===== src/rtl/instruct_loader_pkg.sv =====
// instruct_loader_pkg: state encoding, default geometry and length check for the program loader
package instruct_loader_pkg;

    localparam logic [2:0] IDLE   = 3'd0;
    localparam logic [2:0] LEN_HI = 3'd1;
    localparam logic [2:0] LEN_LO = 3'd2;
    localparam logic [2:0] DATA   = 3'd3;
    localparam logic [2:0] CHECK  = 3'd4;
    localparam logic [2:0] DONE   = 3'd5;
    localparam logic [2:0] ERR    = 3'd6;

    localparam int          DEFAULT_DEPTH     = 256;
    localparam logic [31:0] DEFAULT_BASE_ADDR = 32'h0;

    // A word count is usable only if it is non-zero and fits in instruction memory
    function automatic logic lenIllegal(input logic [15:0] n, input int depth);
        return (n == 16'd0) || (int'(n) > depth);
    endfunction

endpackage


===== src/rtl/instruct_loader_byte_packer.sv =====
// byte_packer: shifts stream bytes MSB-first into a 32-bit word and flags each completed word for one cycle
module byte_packer (
    input  logic        clk,
    input  logic        rstN,
    input  logic        clear,
    input  logic        byteEn,
    input  logic [7:0]  byteIn,
    output logic        lastLane,
    output logic        wordValid,
    output logic [31:0] word
);

    logic [1:0] lane;

    assign lastLane = lane == 2'd3;

    // Shift in bytes; the word is complete (and stays stable) in the cycle after its 4th byte
    always_ff @(posedge clk or negedge rstN) begin
        if (!rstN) begin
            lane      <= 2'd0;
            word      <= 32'd0;
            wordValid <= 1'b0;
        end else if (clear) begin
            lane      <= 2'd0;
            word      <= 32'd0;
            wordValid <= 1'b0;
        end else begin
            wordValid <= byteEn && lastLane;
            if (byteEn) begin
                word <= {word[23:0], byteIn};
                lane <= lane + 2'd1;
            end
        end
    end

endmodule


===== src/rtl/instruct_loader.sv =====
// instruct_loader: framed byte-stream loader that writes big-endian words into instruction memory and checks a trailing checksum
module instruct_loader
    import instruct_loader_pkg::*;
#(
    parameter int          DEPTH     = DEFAULT_DEPTH,
    parameter logic [31:0] BASE_ADDR = DEFAULT_BASE_ADDR
) (
    input  logic        CLK,
    input  logic        RST_n,
    input  logic        Start,
    input  logic        ByteValid,
    input  logic [7:0]  ByteData,
    output logic        ByteReady,
    output logic        ImemWrEn,
    output logic [31:0] ImemWrAddr,
    output logic [31:0] ImemWrData,
    output logic        CpuHold,
    output logic        Done,
    output logic        Error
);

    logic [2:0]  state;
    logic [2:0]  nextState;
    logic [7:0]  lenHi;
    logic [15:0] wordCount;
    logic [15:0] wordsIn;
    logic [15:0] wrIdx;
    logic [7:0]  chkAcc;
    logic [15:0] lenValue;
    logic        accept;
    logic        startLoad;
    logic        lastLane;
    logic        wordValid;
    logic [31:0] word;

    assign accept    = ByteValid && ByteReady;
    assign startLoad = (state == IDLE) && Start;
    assign lenValue  = {lenHi, ByteData};

    byte_packer packer (
        .clk       (CLK),
        .rstN      (RST_n),
        .clear     (startLoad),
        .byteEn    (accept && (state == DATA)),
        .byteIn    (ByteData),
        .lastLane  (lastLane),
        .wordValid (wordValid),
        .word      (word)
    );

    // State register; reset aborts any load in progress
    always_ff @(posedge CLK or negedge RST_n) begin
        if (!RST_n) begin
            state <= IDLE;
        end else begin
            state <= nextState;
        end
    end

    // Frame sequencing: header, N words, checksum; DONE and ERR last one cycle
    always_comb begin
        nextState = state;
        case (state)
            IDLE:    nextState = Start ? LEN_HI : IDLE;
            LEN_HI:  nextState = accept ? LEN_LO : LEN_HI;
            LEN_LO:  nextState = !accept ? LEN_LO : (lenIllegal(lenValue, DEPTH) ? ERR : DATA);
            DATA:    nextState = (accept && lastLane && (wordsIn == wordCount - 16'd1)) ? CHECK : DATA;
            CHECK:   nextState = !accept ? CHECK : ((ByteData == chkAcc) ? DONE : ERR);
            default: nextState = IDLE;
        endcase
    end

    // Handshake, hold and status outputs decoded from the current state and the packer
    always_comb begin
        ByteReady  = (state == LEN_HI) || (state == LEN_LO) || (state == DATA) || (state == CHECK);
        CpuHold    = state != IDLE;
        Done       = state == DONE;
        ImemWrEn   = wordValid;
        ImemWrData = word;
        ImemWrAddr = BASE_ADDR + {14'd0, wrIdx, 2'b00};
    end

    // Length capture, word counters, checksum and the sticky error flag
    always_ff @(posedge CLK or negedge RST_n) begin
        if (!RST_n) begin
            lenHi     <= 8'd0;
            wordCount <= 16'd0;
            wordsIn   <= 16'd0;
            wrIdx     <= 16'd0;
            chkAcc    <= 8'd0;
            Error     <= 1'b0;
        end else begin
            if (startLoad) begin
                wordsIn <= 16'd0;
                wrIdx   <= 16'd0;
                chkAcc  <= 8'd0;
                Error   <= 1'b0;
            end
            if ((state == LEN_HI) && accept) begin
                lenHi <= ByteData;
            end
            if ((state == LEN_LO) && accept) begin
                wordCount <= lenValue;
            end
            if ((state == DATA) && accept) begin
                chkAcc <= chkAcc + ByteData;
                if (lastLane) begin
                    wordsIn <= wordsIn + 16'd1;
                end
            end
            // The address index parks on the last word so it never points past the loaded image
            if (wordValid && (wrIdx != wordCount - 16'd1)) begin
                wrIdx <= wrIdx + 16'd1;
            end
            if (nextState == ERR) begin
                Error <= 1'b1;
            end
        end
    end

endmodule


===== config.mk =====
export PLATFORM = sky130hd
export DESIGN_NAME = instruct_loader
export DESIGN_NICKNAME = d
export VERILOG_FILES = /design/src/rtl/instruct_loader_pkg.sv /design/src/rtl/instruct_loader_byte_packer.sv /design/src/rtl/instruct_loader.sv
export SDC_FILE = /design/constraint.sdc
export NUM_CORES = 1
export LEC_CHECK = 0
export CAP_MARGIN = 5
export CORE_UTILIZATION = 60
export DETAILED_ROUTE_END_ITERATION = 12
export PLACE_DENSITY = 0.85
export SYNTH_ARGS = -nofsm -noshare
export SYNTH_HDL_FRONTEND = slang
export SYNTH_SLANG_ARGS = --single-unit

===== constraint.sdc =====
create_clock -name CLK -period 7.96 [get_ports CLK]
set_input_delay 1.592 -clock CLK [delete_from_list [all_inputs] [get_ports CLK]]
set_output_delay 1.592 -clock CLK [all_outputs]
set_load 0.02 [all_outputs]

==> metrics <==
status finished clean; dpl hpwl 9680 um; PwrDens 325 nW/um2; Async S/R FF share, synth 100%; # Post-CTS Setup Buffers 0; post-route minimum period 3.67 ns; via count 4,681; initial antenna violation count 0; grt ovf 0; most common cell after layout, fill and taps aside dfrtp_1; Die Y 101 um; leading cell types in the layout, fill and taps excluded dfrtp_1, clkdlybuf4s50_1, nand2_1, a22o_1, nand3_1; final wirelength 13,800 um; PostCTS Resize Cnt 0; die area 10,100 um2; critical path capture point type register; final setup TNS 0 ns; Final #Nets 646; Worst-Skew Late Latency 0.38 ns; CP Launch Type input pin; Avg WL per Cell 18.2 um; leak pwr 2.87 nW; FF/Latch Area 2580 um2; worst vdd ir 239 uV; Crit Path Max Fanout 6; adder-cell share of the synthesized area 2.70%; Ys Warns 0; # DRC 0; final setup fails 0; Reg clk slew, reported paths 0.11 ns; Cell Count, Final, Fillers Out 756; Hold Crit Class register to register; Slew @ Worst Pin 0.874 ns; Final ANT Viol Nets 0; # fillers 685; Pwr Total 2.17 mW; hold-fix buffers at CTS 0; Netlist Area Pre-Place 5850 um2; #FFs+latches synth 103; chip width 101 um; largest family of logic cells by synthesized area simple AND/OR/NAND/NOR gates; # port buffers 64; post-synth top area share 44.1%; Area Overhead vs Synth 14.1%; placed instance count 740; Worst Path Arrival 3.98 ns; Clock Tree Buf Depth 2; final instance area 6680 um2; Area contributors post-synth dfrtp_1, a22o_1, xnor2_1; final core utilization 71.6%; area of the multi-input gates 2990 um2; synth unique cells 63; vias in the first global route 4,413; max-slew violations 0; area of the core 9330 um2; Vias per Instance 6.19; Pre-Repair DR Iteration Count 5; gr usage total 28.8%; Initial Utilization 62.7%; Rel. slew slack 41.7%; ant diodes 0; RD Place Congestion 0.861; post-synthesis xor/xnor area fraction 7.68%; final hold violations 0; critical path required time 8.27 ns; Synth Area in Simple Gates 18.1%; # IOs 81; Post-DP Area 6460 um2; share of cells above drive strength 1 9.41%; CTS H-tree lvls 3; unrepaired setup endpoints after global routing no; Seq/Total Area, Yosys 44.1%; TritonCTS clock tree done; main flop type after synthesis dfrtp_1; max-cap check violation count 0; Post-Route Skew 0.00927 ns; Final period util 46.1%; Fmax 272 MHz; synthesized area per cell 10.0 um2; Syn Inst Count 583; largest net degree at the start of global routing 74; Row Count 35; post-synth top area cell dfrtp_1; TritonCTS Buffers 9; Post-synth EDFFs 0; first-pass GRT wire length 22,500 um; Sink Count 103; number of DRC markers in iteration 0 235; Synth Area in Compound Gates 16.4%; clock root cell clkbuf_8; critical path type input pin to register; mux cell area share after synthesis 5.11%
==> synth_stat cells, drive strengths merged (8+ instances only) <==
master  instances
buf            25
o21ai          21
nor3           14
xnor2          32
a22o           41
dfrtp         103
nor4           13
mux2           23
nand2b          8
nor2           27
clkbuf         32
ha             11
nand2          43
nand4           8
a21oi          14
and3            9
nand3          39
xor2           14
inv            12
==> routing by layer <==
layer  global-route usage, %  vias up  share of wire, %
met4                    9.81        0               2.0
met3                    5.76       25               5.7
met5                       0        -                 0
met2                    48.2      168                51
li1                        -     2187                 -
met1                    37.6     2301                42
==> power by group <==
| group | internal (mW) | switching (mW) |
|---|---|---|
| sequential | 0.680 | 0.216 |
| combinational | 0.464 | 0.457 |
| clock | 0.153 | 0.202 |
| total | 1.30 | 0.875 |
==> metrics by stage <==
step / worst slack, ns / hold WS [ns]
3_5_place_dp: 3.94 / 0.480
3_3_place_gp: 4.08 / 0.484
2_1_floorplan: 4.73 / 0.470
4_1_cts: 4.35 / 0.515
5_1_grt: 4.17 / 0.532
6_report: 4.29 / 0.510
==> cell families (layout without fill, tap and decap cells) <==
kind of cell | Yosys count | after routing
flip-flops | 103 | 103
AND/OR/NAND/NOR | 198 | 198
AO/OA/AOI/OAI | 124 | 124
XOR/XNOR | 48 | 48
multiplexers | 27 | 27
buffers and inverters | 70 | 99
adder cells (fa/ha/maj) | 12 | 12
other | 1 | 16
==> worst paths after layout <==
kind	cells after the start	slack [ns]	to	from
setup / recovery	9	4.29	chkAcc[7]	ByteData[1]
setup reg to reg	7	4.35	wrIdx[0]	wordCount[4]
hold / removal	2	0.51	Error	Error
hold reg to reg	2	0.51	Error	Error
min in group asynchronous	1	1.14	wrIdx[9]	RST_n
max in group asynchronous	2	5.60	wordsIn[7]	RST_n
==> layout make-up <==
class	count	area share (%)
clock inverters	7	1.35
flip-flops and latches	103	38.6
repair buffers	70	10.2
well taps	129	2.42
multi-input cells	425	44.8
clock buffers	9	1.86
inverters	13	0.731
==> sequential cells by signal, summed over array words and instances, names as in the netlist, 2 cells and up <==
signal,cells
wordCount,16
wordsIn,16
state,3
packer.word,32
packer.lane,2
lenHi,8
wrIdx,16
chkAcc,8
==> worst max-delay path, stage by stage <==
cell and delay [ns]:
clkdlybuf4s50_1 0.62, ha_1 0.30, a21o_1 0.16, a21oi_1 0.23
o21bai_1 0.11, a211o_1 0.31, and3_1 0.19, nor4_1 0.27
a2bb2oi_1 0.18
(Power assumes the default switching activity.)
